## config.mk

```make
export PLATFORM = sky130hd
export DESIGN_NAME = cpu_run_monitor
export DESIGN_NICKNAME = d
export VERILOG_FILES = /design/src/rtl/cpu_run_monitor_pkg.sv /design/src/rtl/trace_fifo.sv /design/src/rtl/cpu_run_monitor.sv
export SDC_FILE = /design/constraint.sdc
export NUM_CORES = 1
export LEC_CHECK = 0
export BUFFER_PORTS_ARGS = -buffer_cell sky130_fd_sc_hd__buf_2
export CAP_MARGIN = 20
export CORE_MARGIN = 3
export CORE_UTILIZATION = 47
export CTS_CLUSTER_DIAMETER = 80
export DETAILED_ROUTE_END_ITERATION = 12
export REMOVE_ABC_BUFFERS = 1
export SLEW_MARGIN = 20
export SYNTH_ARGS = -nofsm -noshare
export SYNTH_HDL_FRONTEND = slang
export SYNTH_HIERARCHICAL = 1
export SYNTH_SLANG_ARGS = --single-unit
export TNS_END_PERCENT = 1
```

## constraint.sdc

```tcl
create_clock -name I_clk -period 13.74 [get_ports I_clk]
set_clock_uncertainty 0.05 [all_clocks]
set_input_delay 1.374 -clock I_clk [delete_from_list [all_inputs] [get_ports I_clk]]
set_output_delay 1.374 -clock I_clk [all_outputs]
set_load 0.005 [all_outputs]
```

## src/rtl/cpu_run_monitor_pkg.sv

```systemverilog
// cpu_run_monitor_pkg: shared definitions for the cpu run-control/trace monitor
// Holds the verdict state encoding, the halt-loop instruction and the trace
// record layout {cycle, pc, inst} used by cpu_run_monitor and trace_fifo.
package cpu_run_monitor_pkg;
  typedef enum logic [1:0] {
    ST_RUN     = 2'b00,
    ST_PASS    = 2'b01,
    ST_FAIL    = 2'b10,
    ST_TIMEOUT = 2'b11
  } state_t;
  localparam logic [31:0] HALT_INST = 32'h0000006F;
  localparam int INST_W = 32;
  localparam int TREC_INST_LSB = 0;
  localparam int TREC_PC_LSB = INST_W;
  function automatic int trec_pc_msb(input int xlen);
    return TREC_PC_LSB + xlen - 1;
  endfunction
  function automatic int trec_cycle_lsb(input int xlen);
    return TREC_PC_LSB + xlen;
  endfunction
  function automatic int trec_w(input int cnt_w, input int xlen);
    return cnt_w + xlen + INST_W;
  endfunction
endpackage

```

## src/rtl/trace_fifo.sv

```systemverilog
// trace_fifo: show-ahead ready/valid FIFO holding trace records
// Ports:
//   I_clk, I_rst (sync, active-low), I_push/I_data write side,
//   I_ready consumer accept, O_valid/O_data head record, O_overflow sticky loss flag.
// Configuration macro TRACE_OVERWRITE_EN: when defined, a push into a full FIFO
// without a pop replaces the oldest record; otherwise that push is dropped.
module trace_fifo #(
  parameter int WIDTH = 96,
  parameter int DEPTH = 16
) (
  input  logic             I_clk,
  input  logic             I_rst,
  input  logic             I_push,
  input  logic [WIDTH-1:0] I_data,
  input  logic             I_ready,
  output logic             O_valid,
  output logic [WIDTH-1:0] O_data,
  output logic             O_overflow
);
  localparam int AW = $clog2(DEPTH);
  logic [WIDTH-1:0] r_mem [DEPTH];
  logic [AW-1:0] r_wr, r_rd;
  logic [AW:0] r_cnt;
  logic r_ovf;
  logic w_full, w_pop, w_lost, w_wr_en, w_ovw;
  assign O_valid = r_cnt != '0;
  assign w_full = r_cnt == (AW+1)'(DEPTH);
  assign w_pop = O_valid && I_ready;
  // a push that finds the FIFO full with no pop in the same cycle loses a record
  assign w_lost = I_push && w_full && !w_pop;
`ifdef TRACE_OVERWRITE_EN
  // full means r_wr == r_rd, so the write lands on the oldest slot and r_rd steps past it
  assign w_wr_en = I_push;
  assign w_ovw = w_lost;
`else
  assign w_wr_en = I_push && !w_lost;
  assign w_ovw = 1'b0;
`endif
  always_ff @(posedge I_clk) begin
    if (!I_rst) begin
      r_wr <= '0;
      r_rd <= '0;
      r_cnt <= '0;
      r_ovf <= 1'b0;
    end else begin
      r_wr <= r_wr + AW'(w_wr_en);
      r_rd <= r_rd + AW'(w_pop || w_ovw);
      r_cnt <= r_cnt + (AW+1)'(w_wr_en && !w_ovw) - (AW+1)'(w_pop);
      r_ovf <= r_ovf || w_lost;
    end
  end
  always_ff @(posedge I_clk) begin
    if (w_wr_en) r_mem[r_wr] <= I_data;
  end
  // head is gated so an empty FIFO presents zeros rather than stale RAM
  assign O_data = O_valid ? r_mem[r_rd] : '0;
  assign O_overflow = r_ovf;
endmodule

```

## src/rtl/cpu_run_monitor.sv

```systemverilog
// cpu_run_monitor: run-control verdict and per-cycle trace recorder beside the cpu core
// Ports:
//   I_clk, I_rst (sync, active-low)
//   I_pc, I_inst, I_memrw, I_memaddr, I_memwdata : cpu observation
//   I_trace_ready / O_trace_valid, O_trace_cycle, O_trace_pc, O_trace_inst : trace stream
//   O_state (00 RUN, 01 PASS, 10 FAIL, 11 TIMEOUT), O_done, O_fail_code, O_cycle, O_overflow
// Configuration macro TRACE_OVERWRITE_EN selects overwrite-oldest vs drop-newest
// behaviour of the trace FIFO when it is full.
module cpu_run_monitor
  import cpu_run_monitor_pkg::*;
#(
  parameter int               XLEN        = 32,
  parameter int               DEPTH       = 16,
  parameter int               CNT_W       = 32,
  parameter logic [CNT_W-1:0] MAX_CYCLES  = 1000,
  parameter int               HALT_REPEAT = 4,
  parameter logic [XLEN-1:0]  TOHOST_ADDR = XLEN'(32'h00001000)
) (
  input  logic             I_clk,
  input  logic             I_rst,
  input  logic [XLEN-1:0]  I_pc,
  input  logic [31:0]      I_inst,
  input  logic             I_memrw,
  input  logic [XLEN-1:0]  I_memaddr,
  input  logic [XLEN-1:0]  I_memwdata,
  input  logic             I_trace_ready,
  output logic             O_trace_valid,
  output logic [CNT_W-1:0] O_trace_cycle,
  output logic [XLEN-1:0]  O_trace_pc,
  output logic [31:0]      O_trace_inst,
  output logic [1:0]       O_state,
  output logic             O_done,
  output logic [XLEN-1:0]  O_fail_code,
  output logic [CNT_W-1:0] O_cycle,
  output logic             O_overflow
);
  localparam int TREC_W = trec_w(CNT_W, XLEN);
  localparam int CYC_LSB = trec_cycle_lsb(XLEN);
  localparam int PC_MSB = trec_pc_msb(XLEN);
  localparam int RW = $clog2(HALT_REPEAT) + 1;
  localparam logic [CNT_W-1:0] LAST_CYCLE = MAX_CYCLES - 1'b1;
  state_t r_state, w_next;
  logic [CNT_W-1:0] r_cycle;
  logic [XLEN-1:0] r_prev_pc, r_fail;
  logic [RW-1:0] r_rep;
  logic w_run, w_tohost, w_loop, w_halt, w_timeout;
  logic [TREC_W-1:0] w_rec, w_head;
  assign w_run = r_state == ST_RUN;
  assign w_tohost = I_memrw && I_memaddr == TOHOST_ADDR && I_memwdata != '0;
  assign w_loop = I_inst == HALT_INST && I_pc == r_prev_pc;
  // this loop cycle is the one that brings the repeat count to HALT_REPEAT-1
  assign w_halt = w_loop && r_rep == RW'(HALT_REPEAT - 2);
  assign w_timeout = r_cycle == LAST_CYCLE;
  always_ff @(posedge I_clk) begin
    if (!I_rst) r_state <= ST_RUN;
    else r_state <= w_next;
  end
  always_comb begin
    w_next = !w_run    ? r_state :
             w_tohost  ? (I_memwdata == XLEN'(1) ? ST_PASS : ST_FAIL) :
             w_halt    ? ST_PASS :
             w_timeout ? ST_TIMEOUT : ST_RUN;
  end
  always_comb begin
    O_state = r_state;
    O_done = r_state != ST_RUN;
    O_fail_code = r_fail;
    O_cycle = r_cycle;
  end
  always_ff @(posedge I_clk) begin
    if (!I_rst) begin
      r_cycle <= '0;
      r_prev_pc <= '0;
      r_fail <= '0;
      r_rep <= '0;
    end else begin
      r_prev_pc <= I_pc;
      if (w_run) begin
        r_cycle <= r_cycle == '1 ? r_cycle : r_cycle + 1'b1;
        r_rep <= w_loop ? r_rep + 1'b1 : '0;
        if (w_next == ST_FAIL) r_fail <= I_memwdata >> 1;
      end
    end
  end
  assign w_rec = {r_cycle, I_pc, I_inst};
  trace_fifo #(.WIDTH(TREC_W), .DEPTH(DEPTH)) u_fifo (
    .I_clk(I_clk),
    .I_rst(I_rst),
    .I_push(w_run),
    .I_data(w_rec),
    .I_ready(I_trace_ready),
    .O_valid(O_trace_valid),
    .O_data(w_head),
    .O_overflow(O_overflow)
  );
  assign O_trace_inst = w_head[TREC_INST_LSB +: INST_W];
  assign O_trace_pc = w_head[PC_MSB:TREC_PC_LSB];
  assign O_trace_cycle = w_head[TREC_W-1:CYC_LSB];
endmodule

```

Word-level counts from Yosys, hierarchy flattened
Memory sizes are Yosys's and may differ from the RTL's. A register that Yosys moved wholly into a read port is not among the register bits. Cells that the tools add are included.

Shift operators: 0. Eq/ne operators: 9. Reductions and logical operators: 17. Add/subtract/negate cells: 6. Divide/modulo/power cells: 0. $lt $le $gt $ge: 0. $mul: 0. Bitwise gates (word level): 1. Muxes and demuxes: 10.

Operators with widths (count): 96-bit 2-to-1 mux (1); 32-bit by 1-bit adder with 32-bit output (second input constant) (1); 32-bit by 1-bit equality test with 1-bit output (second input constant) (1); 32-bit by 10-bit equality test with 1-bit output (second input constant) (1); 32-bit by 13-bit equality test with 1-bit output (second input constant) (1); 32-bit equality test (1); 32-bit equality test (second input constant) (1); 32-bit by 7-bit equality test with 1-bit output (second input constant) (1); 32-bit nonzero test (1); 2-bit 2-to-1 mux (5); 4-bit by 1-bit adder with 4-bit output (2); 1-bit logical AND (8); 5-bit by 1-bit adder with 5-bit output (1); 5-bit equality test (second input constant) (1); 5-bit nonzero test (1); 5-bit by 1-bit subtractor with 5-bit output (1); 4-bit 2-to-1 mux (1); 2-bit AND reduction (2); 3-bit by 1-bit adder with 3-bit output (second input constant) (1); 3-bit by 2-bit equality test with 1-bit output (second input constant) (1); 3-bit 2-to-1 mux (1); 2-bit equality test (second input constant) (1); 1-bit zero test (2); 2-bit zero test (1); other kinds (4) (5).

Input port bits: 132. Register bits after elaboration: 114. Bits in latches: 0. Bits in read-only memories: 0. Memory bits (writable): 1536. Logic and storage cells: 53. Memories: 1. Output and inout bits: 165.

Memories: u_fifo.r_mem (words 16, bits a word 96, rd ports 1, clocked after Yosys merged registers in 1, wr ports 1, line trace_fifo.sv:21) `logic [WIDTH-1:0] r_mem [DEPTH];`.

Logic depth before layout (Yosys ltp)
Depth after elaboration: 8. Depth in mapped cells: 13.

By module
Netlist, hierarchy kept.

Modules (own cells, without submodules): trace_fifo (seq. area each 46404.5 um^2, area each 58402.3 um^2, cells each 2436, instances 1); cpu_run_monitor (seq. area each 2001.9 um^2, area each 4729.5 um^2, cells each 551, instances 1).

Worst setup path after synthesis
No wires, ideal clock.

Path type: input -> register. Start point: in I_trace_ready. End point: mem u_fifo.r_mem[0][0] (enable). Required time: 12.870 ns. Cell stages on the path: 4. Arrival time: 11.472 ns. Slack: 1.399 ns. Cell sequence: inv_1 -> nand3_1 -> nand2_1 -> nor4b_1.

Longest elaborated chain between the ends: 7.

Ends and longest elaborated chain: start, declared (line cpu_run_monitor.sv:26) `input logic I_trace_ready,`; 1-bit logical AND (line trace_fifo.sv:28) `assign w_pop = O_valid && I_ready;`; 1-bit zero test (line trace_fifo.sv:30) `assign w_lost = I_push && w_full && !w_pop;`; 1-bit logical AND (line trace_fifo.sv:30); 1-bit zero test (line trace_fifo.sv:36) `assign w_wr_en = I_push && !w_lost;`; 1-bit logical AND (line trace_fifo.sv:36); 1-bit 2-to-1 mux (line trace_fifo.sv:53) `if (w_wr_en) r_mem[r_wr] <= I_data;`; 1-bit 2-to-1 mux (not written as such) (line trace_fifo.sv:53); end, declared (line trace_fifo.sv:21).

No other way between the ends.

==> results.sh <==
export IMPL_vias=32100
export IMPL_wl_met2_um=79700
export IMPL_gp_congestion=0.836
export IMPL_htreeDepth=4
export IMPL_setup_tns_ps=0
export IMPL_placed_cells=4942
export IMPL_die_h_um=373
export IMPL_yosysSeqAreaShare_pct=76.7
export IMPL_finalSetupViolCount=0
export IMPL_routed_wl_um=158000
export IMPL_viasPerCell=6.10
export IMPL_clk_latency_ps=790
export IMPL_port_buffers=295
export IMPL_cts_resized=0
export IMPL_fin_crit_sh_pct=47.2
export IMPL_hpwlAfterDp_um=84400
export IMPL_hold_path_startpoint="O_fail_code[21]"
export IMPL_dr_wl_met3_um=10800
export IMPL_synth_distinct_cells=67
export IMPL_hold_buffers=0
export IMPL_highest_layer="met5"
export IMPL_row_count=133
export IMPL_cp_top_family="buffers and inverters"
export IMPL_ir_drop_mv=0.143
export IMPL_hold_class="flip-flop to flip-flop"
export IMPL_grt_pass1_vias=33200
export IMPL_p_leak_nw=23.0
export IMPL_cts_buffer_depth=3
export IMPL_min_to="O_fail_code[21]"
export IMPL_remaining_drc_errors=0
export IMPL_yosys_area_top_type="edfxtp_1"
export IMPL_syn_area_um2=63100
export IMPL_reg2reg_from="u_fifo/r_cnt[3]"
export IMPL_clockRootBuffer="clkbuf_16"
export IMPL_p_total_w=0.0134
export IMPL_coreArea_um2=132000
export IMPL_cts_buffers=169
export IMPL_dieArea_um2=139000
export IMPL_r2r_end="u_fifo/r_mem[11][35]"
export IMPL_cpMostUsedCell="buf_4"
export IMPL_cpMaxStageDelayCell="dfxtp_4"
export IMPL_fill_cells=10000
export IMPL_synth_area_leaders="edfxtp_1, mux4_2, dfxtp_1"
export IMPL_end_kind="output pin"
export IMPL_worst_path_max_fanout=68
export IMPL_synth_avg_cell_area_um2=21.1
export IMPL_fin_nets=3505
export IMPL_criticalPathCategory="flip-flop to output pin"
export IMPL_start_util_pct=47.7
export IMPL_max_freq_mhz=154
export IMPL_hold_viol_final=0
export IMPL_grt_overflow_total=0
export IMPL_cp_start_kind="flip-flop"
export IMPL_drt_met1_wl_um=63500
export IMPL_io_pins=297
export IMPL_wl_per_cell_um=30.0
export IMPL_ys_warn_count=6
export IMPL_drv_slew=0
export IMPL_synth_main_ff_cell="edfxtp_1"
export IMPL_ff2ff_path_depth=9
export IMPL_path_clk_slew_ps=60
export IMPL_cap_violations=0
export IMPL_drtPass1Iterations=6
export IMPL_die_w_um=373
export IMPL_worst_pin_slew_ps=1140
export IMPL_grt_max_degree=120
export IMPL_cts_tree="done"
export IMPL_min_period_ps=6480
export IMPL_path_cells="buf_4 -> buf_4 -> mux4_2 -> mux2i_1 -> o21ai_0 -> buf_2"
export IMPL_maxSlewHeadroom_pct=23.9
export IMPL_clock_sinks=1650
export IMPL_area_growth_pct=14.9
export IMPL_netlist_area_leader_share_pct=73.1
export IMPL_fin_cells=5262
export IMPL_rrSetupSlack_ps=9700
export IMPL_grt_first_pass_wirelength_um=228000
export IMPL_power_density_nw_per_um2=185
export IMPL_antenna_found_initial=9
export IMPL_synth_cells=2987
export IMPL_track_usage_pct=22.9
export IMPL_ys_ff_latch=1650
export IMPL_first_iter_violations=3003
export IMPL_post_cts_buffers=0
export IMPL_worstPathArrival_ps=5060
export IMPL_hold_path_depth=2
export IMPL_outcome="finished clean"
export IMPL_path_buf_inv=3
export IMPL_synthArstFlopShare_pct=0
export IMPL_rsz0062_at_grt="no"
export IMPL_synth_edf_count=1536
export IMPL_postRouteAntennaNets=0
export IMPL_cp_required_ps=12320
export IMPL_slowest_delay_ps=1060
export IMPL_drive_above_1_share_pct=29.6
export IMPL_post_route_util_pct=54.7
worst min-delay path, stage by stage, from the launching register on:
cell and delay (ps):
dfxtp_1 300, o21ai_0 70, a21oi_1 60
registers in the layout, summed over array words and instances, names as in the netlist:
signal	flops
O_cycle	32
O_fail_code	31
u_fifo/r_cnt	5
r_prev_pc	32
O_state	2
u_fifo/O_overflow	1
u_fifo/r_mem	1536
r_rep	3
u_fifo/r_wr	4
u_fifo/r_rd	4
cell type report:
class,count,area (µm²),share of cell area (%)
Tap cell,1755,2200,3.03
Inverter,18,68.8,0.0949
Timing Repair Buffer,361,2040,2.81
Sequential cell,1650,48400,66.8
Multi-Input combinational cell,1160,14100,19.4
Antenna cell,4,10.0,0.0138
Clock inverter,108,1240,1.71
Clock buffer,206,4460,6.15
routing by layer:
| metal | track usage (%) | vias up |
|---|---|---|
| met5 | 0 | - |
| met4 | 6.51 | 2 |
| met3 | 4.42 | 245 |
| met2 | 38.4 | 1338 |
| met1 | 30.9 | 17200 |
| li1 | - | 13300 |
cells by family after synthesis:
kind of cell | count (synthesis) | synth area share [%]
muxes | 481 | 15.2
xor gates and xnor gates | 45 | 0.624
DFF | 1650 | 76.7
and+or+nand+nor | 301 | 2.83
buffers and inverters | 177 | 1.27
AOI/OAI and AO/OA | 319 | 3.08
other | 1 | 0.00594
adders and majority gates | 13 | 0.270
cell usage after synthesis, drive strengths merged (5+ instances only):
master and n:
nor4b 7, nor4 41, nand3 52, or3 12, a22oi 95, edfxtp 1536, and2 45, a21oi 53
inv 16, o21a 5, dfxtp 114, o31ai 6, nand4 35, o21ai 141, nor3b 5, nor3 13
mux4 384, xor2 8, ha 12, clkbuf 69, nand2 26, mux2i 97, xnor2 37, buf 90
or4 9, nor2 34
power by group:
group          switching, W  internal, W
clock               0.00190      0.00276
sequential         0.000128      0.00588
combinational       0.00156      0.00118
how the worst max path moves through the flow:
stage / start / endpoint / slack, ps / cells after the start
after detailed placement: u_fifo/r_rd[2] / O_trace_inst[6] / 8010 / 6
after CTS: u_fifo/r_rd[2] / O_trace_inst[6] / 7130 / 6
after floorplan: u_fifo/r_rd[0] / O_trace_cycle[30] / -4980 / 4
after global placement: u_fifo/r_rd[2] / O_trace_pc[27] / 8130 / 6
after global routing: u_fifo/r_rd[2] / O_trace_inst[6] / 7040 / 6
final: u_fifo/r_rd[2] / O_trace_inst[6] / 7260 / 6
layout by cell type (no fill, tap or decap), drive strengths merged, types with 45 or more instances in the layout:
cell type  netlist  final
edfxtp        1536   1536
mux4           384    384
buf             90    361
clkbuf          69    206
o21ai          141    141
dfxtp          114    114
mux2i           97     97
a22oi           95     95
clkinv           2     71
a21oi           53     53
nand3           52     52
and2            45     45
metrics by stage:
step	setup slack, ps	instance area, µm²	hold slack [ps]
floorplan	-4980	62400	402
global placement	8130	66700	407
detailed placement	8010	66700	417
CTS	7130	72400	426
global route	7040	72500	451
finish	7260	72500	423
Note: power is estimated with default switching activity, not from simulation.
